$ cat src/rtl/debug_hex_pager.sv
// Seven-segment debug pager: picks one of NUM_PAGES hex words, either by hand or by timed rotation,
// with freeze, an event-triggered snapshot of every page and optional leading-zero blanking.
module debug_hex_pager #(
    parameter int NUM_PAGES    = 8,
    parameter int DIGITS       = 6,
    parameter int SEL_W        = $clog2(NUM_PAGES),
    parameter int DWELL_CYCLES = 50_000_000,
    parameter int LZ_BLANK     = 0
) (
    input  logic                          Clk,
    input  logic                          Reset_n,
    input  logic [NUM_PAGES*DIGITS*4-1:0] page_data,
    input  logic [SEL_W-1:0]              page_sel,
    input  logic                          auto_mode,
    input  logic                          freeze,
    input  logic                          capture_stb,
    input  logic                          show_snapshot,
    output logic [DIGITS*4-1:0]           hex_digits,
    output logic [DIGITS-1:0]             digit_on,
    output logic [SEL_W-1:0]              cur_page,
    output logic                          snap_valid
);

    localparam int PW    = DIGITS * 4;
    localparam int CNT_W = $clog2(DWELL_CYCLES);
    localparam logic [SEL_W:0]   NUM_PAGES_L = (SEL_W+1)'(NUM_PAGES);
    localparam logic [SEL_W-1:0] LAST_PAGE   = SEL_W'(NUM_PAGES - 1);
    localparam logic [CNT_W-1:0] DWELL_LAST  = CNT_W'(DWELL_CYCLES - 1);
    localparam logic [PW-1:0]    FILL_ONES   = {DIGITS{4'h1}};

    logic [NUM_PAGES*PW-1:0] snapshot_reg, snapshot_next;
    logic                    snap_valid_reg, snap_valid_next;
    logic [CNT_W-1:0]        dwell_cnt_reg, dwell_cnt_next;
    logic [SEL_W-1:0]        rot_idx_reg, rot_idx_next;
    logic [SEL_W-1:0]        cur_page_reg, cur_page_next;
    logic                    auto_d_reg;
    logic [PW-1:0]           hex_digits_reg, hex_digits_next;
    logic [DIGITS-1:0]       digit_on_reg, digit_on_next;

    logic [PW-1:0]     live_pages [NUM_PAGES];
    logic [PW-1:0]     snap_pages [NUM_PAGES];
    logic [PW-1:0]     disp_val;
    logic [SEL_W-1:0]  disp_idx;
    logic [DIGITS-1:0] nz, lz_on;
    logic              auto_rise, dwell_wrap, sel_in_range, disp_in_range;

    for (genvar gi = 0; gi < NUM_PAGES; gi++) begin : g_pages
        assign live_pages[gi] = page_data[gi*PW +: PW];
        assign snap_pages[gi] = snapshot_reg[gi*PW +: PW];
    end

    // A digit stays lit while any digit at or above it is non-zero.
    for (genvar gi = 0; gi < DIGITS; gi++) begin : g_blank
        assign nz[gi] = |disp_val[gi*4 +: 4];
        if (gi == 0) begin : g_lsd
            assign lz_on[gi] = 1'b1;
        end else begin : g_upper
            assign lz_on[gi] = |nz[DIGITS-1:gi];
        end
    end

    always_comb begin
        auto_rise     = auto_mode & ~auto_d_reg;
        dwell_wrap    = (dwell_cnt_reg == DWELL_LAST);
        sel_in_range  = ({1'b0, page_sel} < NUM_PAGES_L);

        rot_idx_next  = rot_idx_reg;
        if (auto_rise) begin
            rot_idx_next = sel_in_range ? page_sel : '0;
        end else if (auto_mode && !freeze && dwell_wrap) begin
            rot_idx_next = (rot_idx_reg == LAST_PAGE) ? '0 : rot_idx_reg + SEL_W'(1);
        end

        dwell_cnt_next = dwell_cnt_reg;
        if (!auto_mode || auto_rise) begin
            dwell_cnt_next = '0;
        end else if (!freeze) begin
            dwell_cnt_next = dwell_wrap ? '0 : dwell_cnt_reg + CNT_W'(1);
        end

        cur_page_next = cur_page_reg;
        if (!freeze) begin
            cur_page_next = auto_mode ? rot_idx_next : page_sel;
        end

        // Manual mode reads page_sel directly so the digits track it with one cycle of latency.
        disp_idx      = auto_mode ? cur_page_reg : page_sel;
        disp_in_range = ({1'b0, disp_idx} < NUM_PAGES_L);
        if (!disp_in_range) begin
            disp_val = FILL_ONES;
        end else if (show_snapshot) begin
            disp_val = snap_valid_reg ? snap_pages[disp_idx] : FILL_ONES;
        end else begin
            disp_val = live_pages[disp_idx];
        end

        hex_digits_next = freeze ? hex_digits_reg : disp_val;
        digit_on_next   = digit_on_reg;
        if (!freeze) begin
            digit_on_next = (LZ_BLANK != 0) ? lz_on : '1;
        end

        snapshot_next   = capture_stb ? page_data : snapshot_reg;
        snap_valid_next = snap_valid_reg | capture_stb;
    end

    always_ff @(posedge Clk) begin
        if (!Reset_n) begin
            snapshot_reg   <= '0;
            snap_valid_reg <= 1'b0;
            dwell_cnt_reg  <= '0;
            rot_idx_reg    <= '0;
            cur_page_reg   <= '0;
            auto_d_reg     <= 1'b0;
            hex_digits_reg <= '0;
            digit_on_reg   <= '1;
        end else begin
            snapshot_reg   <= snapshot_next;
            snap_valid_reg <= snap_valid_next;
            dwell_cnt_reg  <= dwell_cnt_next;
            rot_idx_reg    <= rot_idx_next;
            cur_page_reg   <= cur_page_next;
            auto_d_reg     <= auto_mode;
            hex_digits_reg <= hex_digits_next;
            digit_on_reg   <= digit_on_next;
        end
    end

    assign hex_digits = hex_digits_reg;
    assign digit_on   = digit_on_reg;
    assign cur_page   = cur_page_reg;
    assign snap_valid = snap_valid_reg;

endmodule

$ cat config.mk
export PLATFORM = sky130hd
export DESIGN_NAME = debug_hex_pager
export DESIGN_NICKNAME = d
export VERILOG_FILES = /design/src/rtl/debug_hex_pager.sv
export SDC_FILE = /design/constraint.sdc
export NUM_CORES = 1
export LEC_CHECK = 0
export ABC_AREA = 1
export CAP_MARGIN = 25
export CORE_MARGIN = 5
export CORE_UTILIZATION = 48
export DETAILED_ROUTE_END_ITERATION = 12
export PLACE_DENSITY = 0.77
export SKIP_CTS_REPAIR_TIMING = 1
export SKIP_LAST_GASP = 1
export SYNTH_ARGS = -nofsm -noshare
export SYNTH_HDL_FRONTEND = slang
export SYNTH_SLANG_ARGS = --single-unit
$ cat constraint.sdc
create_clock -name Clk -period 1.5 [get_ports Clk]
set_input_delay 0.3 -clock Clk [delete_from_list [all_inputs] [get_ports Clk]]
set_output_delay 0.3 -clock Clk [all_outputs]
set_load 0.02 [all_outputs]
==> impl_metrics.tcl <==
set metrics [dict create \
    vias_per_cell 5.79 \
    required_ns 1.99 \
    gp_congestion 0.896 \
    critPathLaunchType "register" \
    numCtsBuffers 28 \
    ys_seq_area_share_pct 38.3 \
    fillers 2141 \
    largest_reg_flops 192 \
    rows 60 \
    gr-total-overflow 0 \
    grt_max_degree 128 \
    clock_latency_ns 0.55 \
    synthTopCellsByCount "nand2_1, o21ai_0, dfxtp_1" \
    hold_path_class "primary input to register" \
    port_buffers 228 \
    switchingPower_mw 5.34 \
    synth_area_per_cell_um2 6.74 \
    clock-sinks 250 \
    drt.antenna.violating_nets 0 \
    nets 2430 \
    synth.area.top_cells "dfxtp_1, o21ai_0, o211ai_1, nand2_1, inv_1" \
    hold_viol 0 \
    cp_max_fo 8 \
    async_flop_share_pct 0 \
    internal-power_mw 13.4 \
    fmax_ghz 0.539 \
    ios 235 \
    synth_edf_count 0 \
    grt_pass1_vias 13388 \
    first_pass_iters 6 \
    switching_share_pct 28.5 \
    dr_wl_met3_mm 5.29 \
    cts_tree "built" \
    grt_first_pass_wirelength_mm 70.3 \
    syn2layout_area_growth_pct 42.4 \
    layout-drive-gt1-share_pct 14.9 \
    dp_hpwl_mm 31.6 \
    report.final.slew_viol_count 0 \
    rsz0062_at_grt "yes" \
    ir_worst_vdd_v 0.000682 \
    h-tree-depth 1 \
    grt_use_total_pct 27.8 \
    ys.flop_type "dfxtp_1" \
    finClkSkew_ns 0.0174 \
    drt_iter0_drc 1718 \
    clkTransAtPathRegs_ns 0.06 \
    clockPowerShare_pct 39.2 \
    core-area_um2 26900 \
    die_w_um 175 \
    synthesis.area_um2 13100 \
    utilization_pct 69.2 \
    syn_inst 1940 \
    seq_power_share_pct 38.9 \
    power_density_nw_per_um2 1010 \
    synth.most_common_cell "nand2_1" \
    wl_met1_mm 20.2 \
    status "finished, violations left" \
    min_period_ns 1.86 \
    yosysTopAreaCellShare_pct 38.3 \
    initial_core_util_pct 48.6 \
    slew_headroom_pct 64.4 \
    ys_types 36 \
    root_buffer "clkbuf_16" \
    vias 14987 \
    wl_per_cell_um 18.8 \
    crit_arrival_ns 2.34 \
    leakagePower_nw 8.19 \
    ys_ff_latch 250 \
    criticalPathCategory "register to register" \
    clockBufferDepth 3 \
    dieArea_um2 30600 \
    dr_wl_met2_mm 21.3 \
    routed_wirelength_mm 48.6 \
    cp-end-kind "register" \
    antenna_found_initial 6 \
    period_share_pct 124 \
    setup_viol 40 \
    synth_warnings 0 \
    final_area_um2 18600 \
    worst_pin_slew_ns 0.533 \
    die_y_um 175 \
    top_layer "met5" \
    place_area_um2 16500 \
    violations "setup timing" \
    yosys.area.top_type "dfxtp_1" \
    pwr-share-comb_pct 21.9 \
    drv_cap 0 \
    fin_ws_ns -0.357 \
    drc 0 \
]
## critical path, cell delays in order (launching register included)
cell and delay (ns):
dfxtp_4 0.36, nand2_8 0.08, nand2_8 0.14, buf_16 0.19, buf_4 0.14, buf_8 0.12, nand2_2 0.06, o21ai_2 0.06
o211ai_1 0.30, nand3_1 0.15, nand3_2 0.10, nand2_1 0.05, inv_1 0.04
## logic make-up (layout without fill, tap and decap cells)
logic type	count (synthesis)	in the layout	synth area share, %
flip-flops	250	250	38.3
XOR/XNOR	6	6	0.402
adder cells (fa/ha/maj)	3	3	0.287
AND/OR/NAND/NOR	694	695	22.7
other	1	10	0.0287
AO/OA/AOI/OAI	593	593	25.7
buffers and inverters	393	692	12.6
## layer usage
| metal | vias to the layer above | GRT usage (%) |
|---|---|---|
| met2 | 854 | 41.8 |
| met1 | 6928 | 39.8 |
| met3 | 149 | 6.43 |
| met5 | - | 0 |
| met4 | 4 | 8.31 |
| li1 | 7052 | - |
## through the flow
stage | setup slack [ns] | TNS, ns | hold WS, ns | cells | power, mW
global route | -0.405 | -9.61 | 0.160 | 2590 | 19.4
floorplan | -0.0211 | -0.0215 | 0.411 | 1945 | 9.38
detailed placement | -0.963 | -31.58 | 0.450 | 2499 | 11.0
global placement | -0.924 | -29.78 | 0.443 | 2499 | 11.0
CTS | -0.469 | -19.48 | 0.148 | 2548 | 18.3
finish | -0.357 | -6.14 | 0.149 | 2590 | 18.8
## cell type report
type                            count  area [µm²]  area share, %
Multi-Input combinational cell   1303        6850           36.8
Sequential cell                   250        5030           27.1
Timing Repair Buffer              405        4400           23.6
Inverter                          238         912           4.90
Clock buffer                       41         831           4.46
Tap cell                          341         427           2.29
Clock inverter                      8         145          0.780
Antenna cell                        4        10.0         0.0538
## power groups by stage
| stage | sequential, mW | combinational [mW] | clock, mW |
|---|---|---|---|
| 2_1_floorplan | 7.43 | 1.95 | 0 |
| 3_3_place_gp | 7.41 | 3.55 | 0 |
| 3_5_place_dp | 7.42 | 3.61 | 0 |
| 4_1_cts | 7.28 | 3.64 | 7.39 |
| 5_1_grt | 7.33 | 4.43 | 7.69 |
| 6_report | 7.30 | 4.11 | 7.35 |
## layout by cell type, fill, tap and decap left out, drive strengths merged
master / synthesis / routed
clkinv: 1 / 4
clkdlybuf4s50: 0 / 196
nor3b: 2 / 2
clkbuf: 98 / 69
buf: 57 / 164
dlymetal6s2s: 0 / 17
dfxtp: 250 / 250
nor2: 200 / 200
a31oi: 9 / 9
ha: 3 / 3
nand4: 14 / 14
a221oi: 1 / 1
nor3: 14 / 14
nor4: 2 / 2
o211ai: 145 / 145
diode: 0 / 4
nand3: 166 / 166
and2: 1 / 1
bufinv: 0 / 4
nand2: 265 / 266
xor2: 5 / 5
o21a: 3 / 3
clkinvlp: 0 / 2
or2: 30 / 30
xnor2: 1 / 1
conb: 1 / 6
o21ai: 261 / 261
a21oi: 174 / 174
inv: 237 / 236
## path summary, 6_finish.rpt
check,from,to,slack (ns),depth (start not counted)
worst max-delay path,cur_page[0],hex_digits[21],-0.36,12
worst min-delay path,page_sel[0],rot_idx_reg[0],0.15,3
worst max register to register,cur_page[0],hex_digits[21],-0.36,12
worst min register to register,snapshot_reg[146],snapshot_reg[146],0.46,2
Note: power is estimated with default switching activity, not from simulation.
